## config.mk

```make
export PLATFORM = sky130hd
export DESIGN_NAME = audio_i2s_tx
export DESIGN_NICKNAME = d
export VERILOG_FILES = /design/src/rtl/genmidi_audio_pkg.sv /design/src/rtl/i2s_clk_div.sv /design/src/rtl/audio_i2s_tx.sv
export SDC_FILE = /design/constraint.sdc
export NUM_CORES = 1
export LEC_CHECK = 0
export BUFFER_PORTS_ARGS = -buffer_cell sky130_fd_sc_hd__buf_2
export CORE_MARGIN = 5
export CORE_UTILIZATION = 63
export DETAILED_ROUTE_END_ITERATION = 8
export PLACE_DENSITY = 0.84
export SLEW_MARGIN = 20
export SYNTH_ARGS = -nofsm -noshare
export SYNTH_HDL_FRONTEND = slang
export SYNTH_SLANG_ARGS = --single-unit
export TNS_END_PERCENT = 50
```

## constraint.sdc

```tcl
create_clock -name clk -period 3.5 [get_ports clk]
set_clock_uncertainty 0.1 [all_clocks]
set_input_delay 0.175 -clock clk [delete_from_list [all_inputs] [get_ports clk]]
set_output_delay 0.175 -clock clk [all_outputs]
set_load 0.05 [all_outputs]
```

## src/rtl/genmidi_audio_pkg.sv

```systemverilog
// Shared audio types and constants for the mixer and the I2S transmitter.
package genmidi_audio_pkg;

  localparam int SAMPLE_W  = 16;
  localparam int I2S_SLOTS = 32;
  localparam int SLOT_W    = $clog2(I2S_SLOTS);

  typedef struct packed {
    logic signed [SAMPLE_W-1:0] left;
    logic signed [SAMPLE_W-1:0] right;
  } stereo_sample_t;

  function automatic stereo_sample_t make_pair(input logic [SAMPLE_W-1:0] l,
                                               input logic [SAMPLE_W-1:0] r);
    stereo_sample_t p;
    p.left  = l;
    p.right = r;
    return p;
  endfunction

endpackage

```

## src/rtl/i2s_clk_div.sv

```systemverilog
// BCLK generator: divides clk by 2*BCLK_DIV and flags the clk edge on which
// BCLK is about to fall, so downstream logic updates on that same edge.
module i2s_clk_div #(
  parameter int BCLK_DIV = 4
) (
  input  logic clk,
  input  logic reset_n,
  output logic o_bclk,
  output logic o_fall
);

  localparam int CW = (BCLK_DIV > 1) ? $clog2(BCLK_DIV) : 1;

  logic [CW-1:0] r_cnt;
  logic          r_bclk;
  logic          w_wrap;

  assign w_wrap = (r_cnt == CW'(BCLK_DIV - 1));

  always_ff @(posedge clk or negedge reset_n) begin
    if (!reset_n) begin
      r_cnt  <= '0;
      r_bclk <= 1'b0;
    end else if (w_wrap) begin
      r_cnt  <= '0;
      r_bclk <= ~r_bclk;
    end else begin
      r_cnt  <= r_cnt + CW'(1);
    end
  end

  assign o_bclk = r_bclk;
  // High during the clk whose closing edge drives BCLK 1->0.
  assign o_fall = w_wrap & r_bclk;

endmodule

```

## src/rtl/audio_i2s_tx.sv

```systemverilog
// Philips I2S transmitter: one-entry sample buffer with valid/ready intake,
// 32-slot frame shifter, and underrun repeat of the last transmitted pair.
module audio_i2s_tx
  import genmidi_audio_pkg::*;
#(
  parameter int BCLK_DIV = 4
) (
  input  logic                clk,
  input  logic                reset_n,
  input  logic [SAMPLE_W-1:0] l_in,
  input  logic [SAMPLE_W-1:0] r_in,
  input  logic                s_valid,
  output logic                s_ready,
  output logic                i2s_bclk,
  output logic                i2s_lrck,
  output logic                i2s_sdata,
  output logic                underrun
);

  logic                  w_fall;
  logic                  w_load;
  logic                  w_accept;
  logic [SLOT_W-1:0]     w_slot_next;

  logic [SLOT_W-1:0]     r_slot;
  logic                  r_lrck;
  logic [2*SAMPLE_W-1:0] r_shift;
  stereo_sample_t        r_buf;
  stereo_sample_t        r_last;
  logic                  r_buf_full;
  logic                  r_underrun;

  i2s_clk_div #(.BCLK_DIV(BCLK_DIV)) u_clk_div (
    .clk     (clk),
    .reset_n (reset_n),
    .o_bclk  (i2s_bclk),
    .o_fall  (w_fall)
  );

  assign w_slot_next = r_slot + SLOT_W'(1);
  // The new word enters the shifter as slot 0 ends, giving the one-BCLK I2S delay.
  assign w_load      = w_fall && (r_slot == '0);
  assign w_accept    = s_valid && !r_buf_full;

  always_ff @(posedge clk or negedge reset_n) begin
    if (!reset_n) begin
      r_slot  <= '0;
      r_lrck  <= 1'b0;
      r_shift <= '0;
    end else if (w_fall) begin
      r_slot <= w_slot_next;
      r_lrck <= (w_slot_next >= SLOT_W'(SAMPLE_W));
      if (w_load) begin
        r_shift <= r_buf_full ? r_buf : r_last;
      end else begin
        r_shift <= {r_shift[2*SAMPLE_W-2:0], 1'b0};
      end
    end
  end

  // An accept coinciding with an empty-buffer load is kept for the next frame.
  always_ff @(posedge clk or negedge reset_n) begin
    if (!reset_n) begin
      r_buf      <= '0;
      r_last     <= '0;
      r_buf_full <= 1'b0;
      r_underrun <= 1'b0;
    end else begin
      r_underrun <= w_load && !r_buf_full;
      if (w_load && r_buf_full) begin
        r_last     <= r_buf;
        r_buf_full <= 1'b0;
      end else if (w_accept) begin
        r_buf      <= make_pair(l_in, r_in);
        r_buf_full <= 1'b1;
      end
    end
  end

  assign s_ready   = ~r_buf_full;
  assign i2s_lrck  = r_lrck;
  assign i2s_sdata = r_shift[2*SAMPLE_W-1];
  assign underrun  = r_underrun;

endmodule
```

# After elaboration in Yosys (flattened, before gate mapping)
# Index checks and enable logic that the tools add are counted.
# totals
register_bits	107
in_bits	35
out_inout_bits	5
wordCells	32
# classes
n_addsub	2
magnitude_cmp	1
eq_ne	1
muxes	5
bitwise	4
n_reduce_logical	8
# ops
cell	count
2-to-1 mux 32 bit	2
adder 5 x 1 -> 5 bit, second input constant	1
>= comparator 5 bit, second input constant	1
zero test 5 bit	1
logical AND 1 bit	4
NOT 1 bit	3
adder 2 x 1 -> 2 bit, second input constant	1
equality test 2 bit, second input constant	1
2-to-1 mux 1 bit	2
2-to-1 mux 2 bit	1
AND reduction 2 bit	1
nonzero test 2 bit	1
bitwise AND 1 bit	1
zero test 1 bit	1

# Depth between registers and ports, before layout
# logic_depth
ltp_word	6
mapped_depth	8
mapped_depth_nobuf	6

# By module
# From an unflattened synthesis, not the netlist that was laid out.
# hier_totals
hier_cells	390
area_unflattened_um2	5159.9
# by_module_without_submodules
mod	n_inst	cells_each	area_each_um2	seq_area_each_um2
audio_i2s_tx	1	383	5052.3	2577.5
i2s_clk_div	1	7	107.6	75.1

# Least setup slack after synthesis
# OpenSTA, ideal clock, no wires.
# synth_timing
kind	register -> register
start	register r_slot[4]
end	register r_shift[17]
setup_ns	0.083
arrival_ns	1.931
required_time_ns	3.317
path_slack_ns	1.386
path_stages_with_launch	7
path_buffers	2
period_less_slack_ns	2.114
cell_sequence	dfrtp_1 or4b_1 buf_2 nor3_4 buf_6 a22oi_1 o21ai_0
# synth_between
elab_chain_len	3
# synth_lines
item	line	source
start, declared	audio_i2s_tx.sv:25	logic [SLOT_W-1:0] r_slot;
start signal, assigned	audio_i2s_tx.sv:51	r_slot <= w_slot_next;
zero test 5 bit	audio_i2s_tx.sv:42	assign w_load = w_fall && (r_slot == '0);
logical AND 1 bit	audio_i2s_tx.sv:42	
2-to-1 mux 32 bit	audio_i2s_tx.sv:53	if (w_load) begin
end signal, assigned	audio_i2s_tx.sv:54	r_shift <= r_buf_full ? r_buf : r_last;
end signal, assigned	audio_i2s_tx.sv:56	r_shift <= {r_shift[2*SAMPLE_W-2:0], 1'b0};
end, declared	audio_i2s_tx.sv:27	logic [2*SAMPLE_W-1:0] r_shift;
# No other way between the ends.
# A chain may end at the register's enable or synchronous reset.

# Worst setup path in the final report
# layout_timing
start	register r_slot[0]
end	register r_shift[16]
# Same word-level chain as after synthesis.

==> flow_metrics.py <==
metrics = {
    "global_route": {
        "antenna_found_initial": 0,
        "grt_util_all_layers_pct": 23.1,
        "grt_pass1_vias": 3316,
        "grt_pass1_wl_mm": 15.9,
        "gr-total-overflow": 0,
        "grt_max_degree": 48,
    },
    "placed_design": {
        "dpl.hpwl_mm": 5.76,
        "portBuffers": 39,
        "gp_congestion": 0.788,
        "dp_cells": 486,
    },
    "cells_and_area": {
        "syn_to_final_growth_pct": 17.6,
        "n_antenna_cell": 0,
        "nets": 473,
        "layout-drive-gt1-share_pct": 28.9,
        "fill_cells": 417,
        "fin_cells": 536,
    },
    "die": {
        "dieArea_mm2": 0.00891,
        "die_h_um": 94.4,
        "die_x_um": 94.4,
        "core_area_mm2": 0.00687,
        "start_util_pct": 65.3,
        "io_pins": 40,
        "rows": 30,
    },
    "logic_synthesis": {
        "synth_top_cell_by_area": "dfrtp_1",
        "ys_seq_area_share_pct": 59.1,
        "yosysUniqueCellTypes": 32,
        "netlist_area_mm2": 0.00449,
        "syn_nets": 407,
        "synth.avg_cell_area_um2": 12.2,
        "ys_warn_count": 0,
        "synth-seq-cells": 106,
        "synthCells": 369,
        "synth.area.top_cells": "dfrtp_1 59%, mux2_2 15%, a22oi_1 2.7%, and3_1 2.5%, o21ai_0 2.5%",
        "synth_top_area_share_pct": 59.1,
    },
    "critical_path": {
        "setup.worst_path.start_class": "register",
        "critPathMaxFanout": 15,
        "crit_arrival_ns": 2.72,
        "r2r-end": "r_shift[16]",
        "path_class": "reg -> reg",
        "rrSetupSlack_ns": 0.95,
        "cp_data_required_time_ns": 3.67,
        "cp-end-kind": "register",
        "cpPeakStageDelay_ns": 0.60,
        "worst_path_max_delay_cell": "nor3_4",
        "worst-r2r-cell-count": 7,
        "r2r_start": "r_slot[0]",
        "cp_cell_sequence": "inv_1 -> ha_1 -> or4b_1 -> nor3_4 -> buf_4 -> a22oi_1 -> o21ai_0",
    },
    "routing": {
        "drc_errors": 0,
        "dr.pass1.iters": 5,
        "via_per_inst": 5.99,
        "drtIter0Drc": 138,
        "wl_per_cell_um": 17.7,
        "antenna_left": 0,
        "num_vias": 3208,
        "wirelength_mm": 9.47,
    },
    "clock_network": {
        "clkSinkCount": 106,
        "h-tree-depth": 3,
        "cts_buffers": 9,
        "insertion_delay_ns": 0.37,
        "cts_tree": "yes",
        "cts-root-buf": "clkbuf_8",
        "clk_pin_slew_ns": 0.10,
        "cts_buffer_depth": 2,
    },
    "pwr": {
        "pwr-share-seq_pct": 61.4,
        "p_leak_uw": 0.00246,
        "switching_share_pct": 25.2,
        "clkPwrFrac_pct": 27.6,
        "p_int_uw": 1790,
        "ir_drop_uv": 306,
        "power_density_mw_per_mm2": 454,
        "p_sw_uw": 604,
        "power_frac_comb_pct": 11.0,
    },
    "timing": {
        "fmax_mhz": 393,
        "hold_viol": 0,
        "finalSetupTns_ns": 0,
        "setup_viol": 0,
        "final.period_utilization_pct": 72.8,
        "slew_viol_final": 0,
        "max_slew_margin_pct": 55.1,
        "tightest_slew_ns": 0.671,
        "fin_crit_ns": 2.55,
        "rsz0062_at_grt": "no",
    },
    "min_path": {
        "hold_path_class": "in -> async",
    },
    "job": {
        "maxCapViolations": 0,
    },
    "outcome": {
        "status": "finished, final reports clean",
    },
}
how the worst max path moves through the flow:
stage | start | end | slack [ns] | cells after the start
after floorplan | r_slot[4] | r_shift[17] | 1.39 | 6
after CTS | r_slot[0] | r_shift[16] | 0.96 | 7
after global placement | r_slot[0] | r_shift[19] | 1.15 | 7
final | r_slot[0] | r_shift[16] | 0.95 | 7
after detailed placement | r_slot[0] | r_shift[16] | 1.01 | 7
after global routing | r_slot[0] | r_shift[17] | 0.84 | 7
kinds of logic (layout without fill, tap and decap cells):
group / after synthesis / in the layout / synth area share [%]
DFF: 106 / 106 / 59.1
AOI/OAI and AO/OA: 85 / 85 / 11.6
and+or+nand+nor: 74 / 74 / 8.53
muxes: 63 / 63 / 15.7
buffers and inverters: 33 / 104 / 3.23
xor gates and xnor gates: 5 / 5 / 0.976
adders and majority gates: 3 / 3 / 0.837
per-layer routing:
layer | vias to the layer above | routed length (um) | track usage [%]
li1 | 1453 | - | -
met1 | 1634 | 3920 | 29.6
met2 | 102 | 4910 | 39.1
met3 | 19 | 473 | 5.50
met4 | 0 | 157 | 7.10
met5 | - | 0 | 0
layout by cell type, fill, tap and decap left out, drive strengths merged, types with 3 or more instances in the layout:
| master | n |
|---|---|
| nor2 | 16 |
| a22oi | 16 |
| nand2 | 21 |
| dlygate4sd3 | 34 |
| a21oi | 18 |
| a21o | 11 |
| mux2 | 60 |
| mux2i | 3 |
| inv | 6 |
| clkbuf | 11 |
| xnor2 | 4 |
| and3 | 18 |
| o21ai | 23 |
| buf | 49 |
| dfrtp | 106 |
| nand3 | 12 |
| ha | 3 |
| a31oi | 11 |
| clkinvlp | 4 |
synth_stat cells (all sizes together):
cell type / instances
nor4b: 1
o22ai: 2
nand2: 21
mux2i: 3
nor2: 16
xnor2: 4
dfrtp: 106
o21a: 1
a22oi: 16
a21o: 11
nor3: 1
clkbuf: 18
o21ai: 23
mux2: 60
o31ai: 1
buf: 10
and3: 18
ha: 3
xor2: 1
a21oi: 18
or4b: 1
and2: 1
a31oi: 11
nor2b: 1
inv: 5
a211oi: 2
nand4: 2
nand3: 12
final cells by class:
class,instances,area [um2],share of cell area (%)
inverters,5,18.8,0.356
clock buffers,11,131,2.49
clock inverters,5,38.8,0.735
multi-input cells,230,1700,32.2
well taps,96,120,2.28
flip-flops and latches,106,2650,50.3
repair buffers,83,613,11.6
stage by stage:
stage	cell area, um2	total power, uW	setup slack (ns)	util [%]	hold WS, ns
2_1_floorplan	4490	1620	1.39	-	-0.221
3_3_place_gp	4760	1700	1.15	69.4	0.119
3_5_place_dp	4760	1720	1.01	69.4	0.116
4_1_cts	5280	2410	0.965	76.8	0.257
5_1_grt	5280	2510	0.838	76.8	0.288
6_report	5280	2390	0.953	76.8	0.247
sequential cells by signal, summed over array words and instances, names as in the netlist:
register,flops
u_clk_div.r_cnt,2
underrun,1
r_buf,32
r_last,32
r_slot,5
r_shift,32
r_buf_full,1
u_clk_div.o_bclk,1
power by group through the flow:
stage	clock network (uW)	logic, uW	registers, uW
final	660	264	1470
after global routing	726	299	1480
after CTS	678	265	1470
after detailed placement	0	236	1490
after global placement	0	217	1480
after floorplan	0	158	1460
critical path, delay by kind of cell, from the launching register on:
| kind | cells | cell delay (ns) |
|---|---|---|
| AOI/OAI and AO/OA | 2 | 0.22 |
| DFF | 1 | 0.40 |
| buffers and inverters | 2 | 0.43 |
| adders and majority gates | 1 | 0.18 |
| and+or+nand+nor | 2 | 1.13 |
repair_timing:
| action | CTS | global route |
|---|---|---|
| buffers inserted | 0 | 0 |
| gates resized for setup | 0 | 0 |
| hold buffers | 34 | 0 |
| hold endpoints to repair | 78 | 0 |
Note: power is estimated with default switching activity, not from simulation.
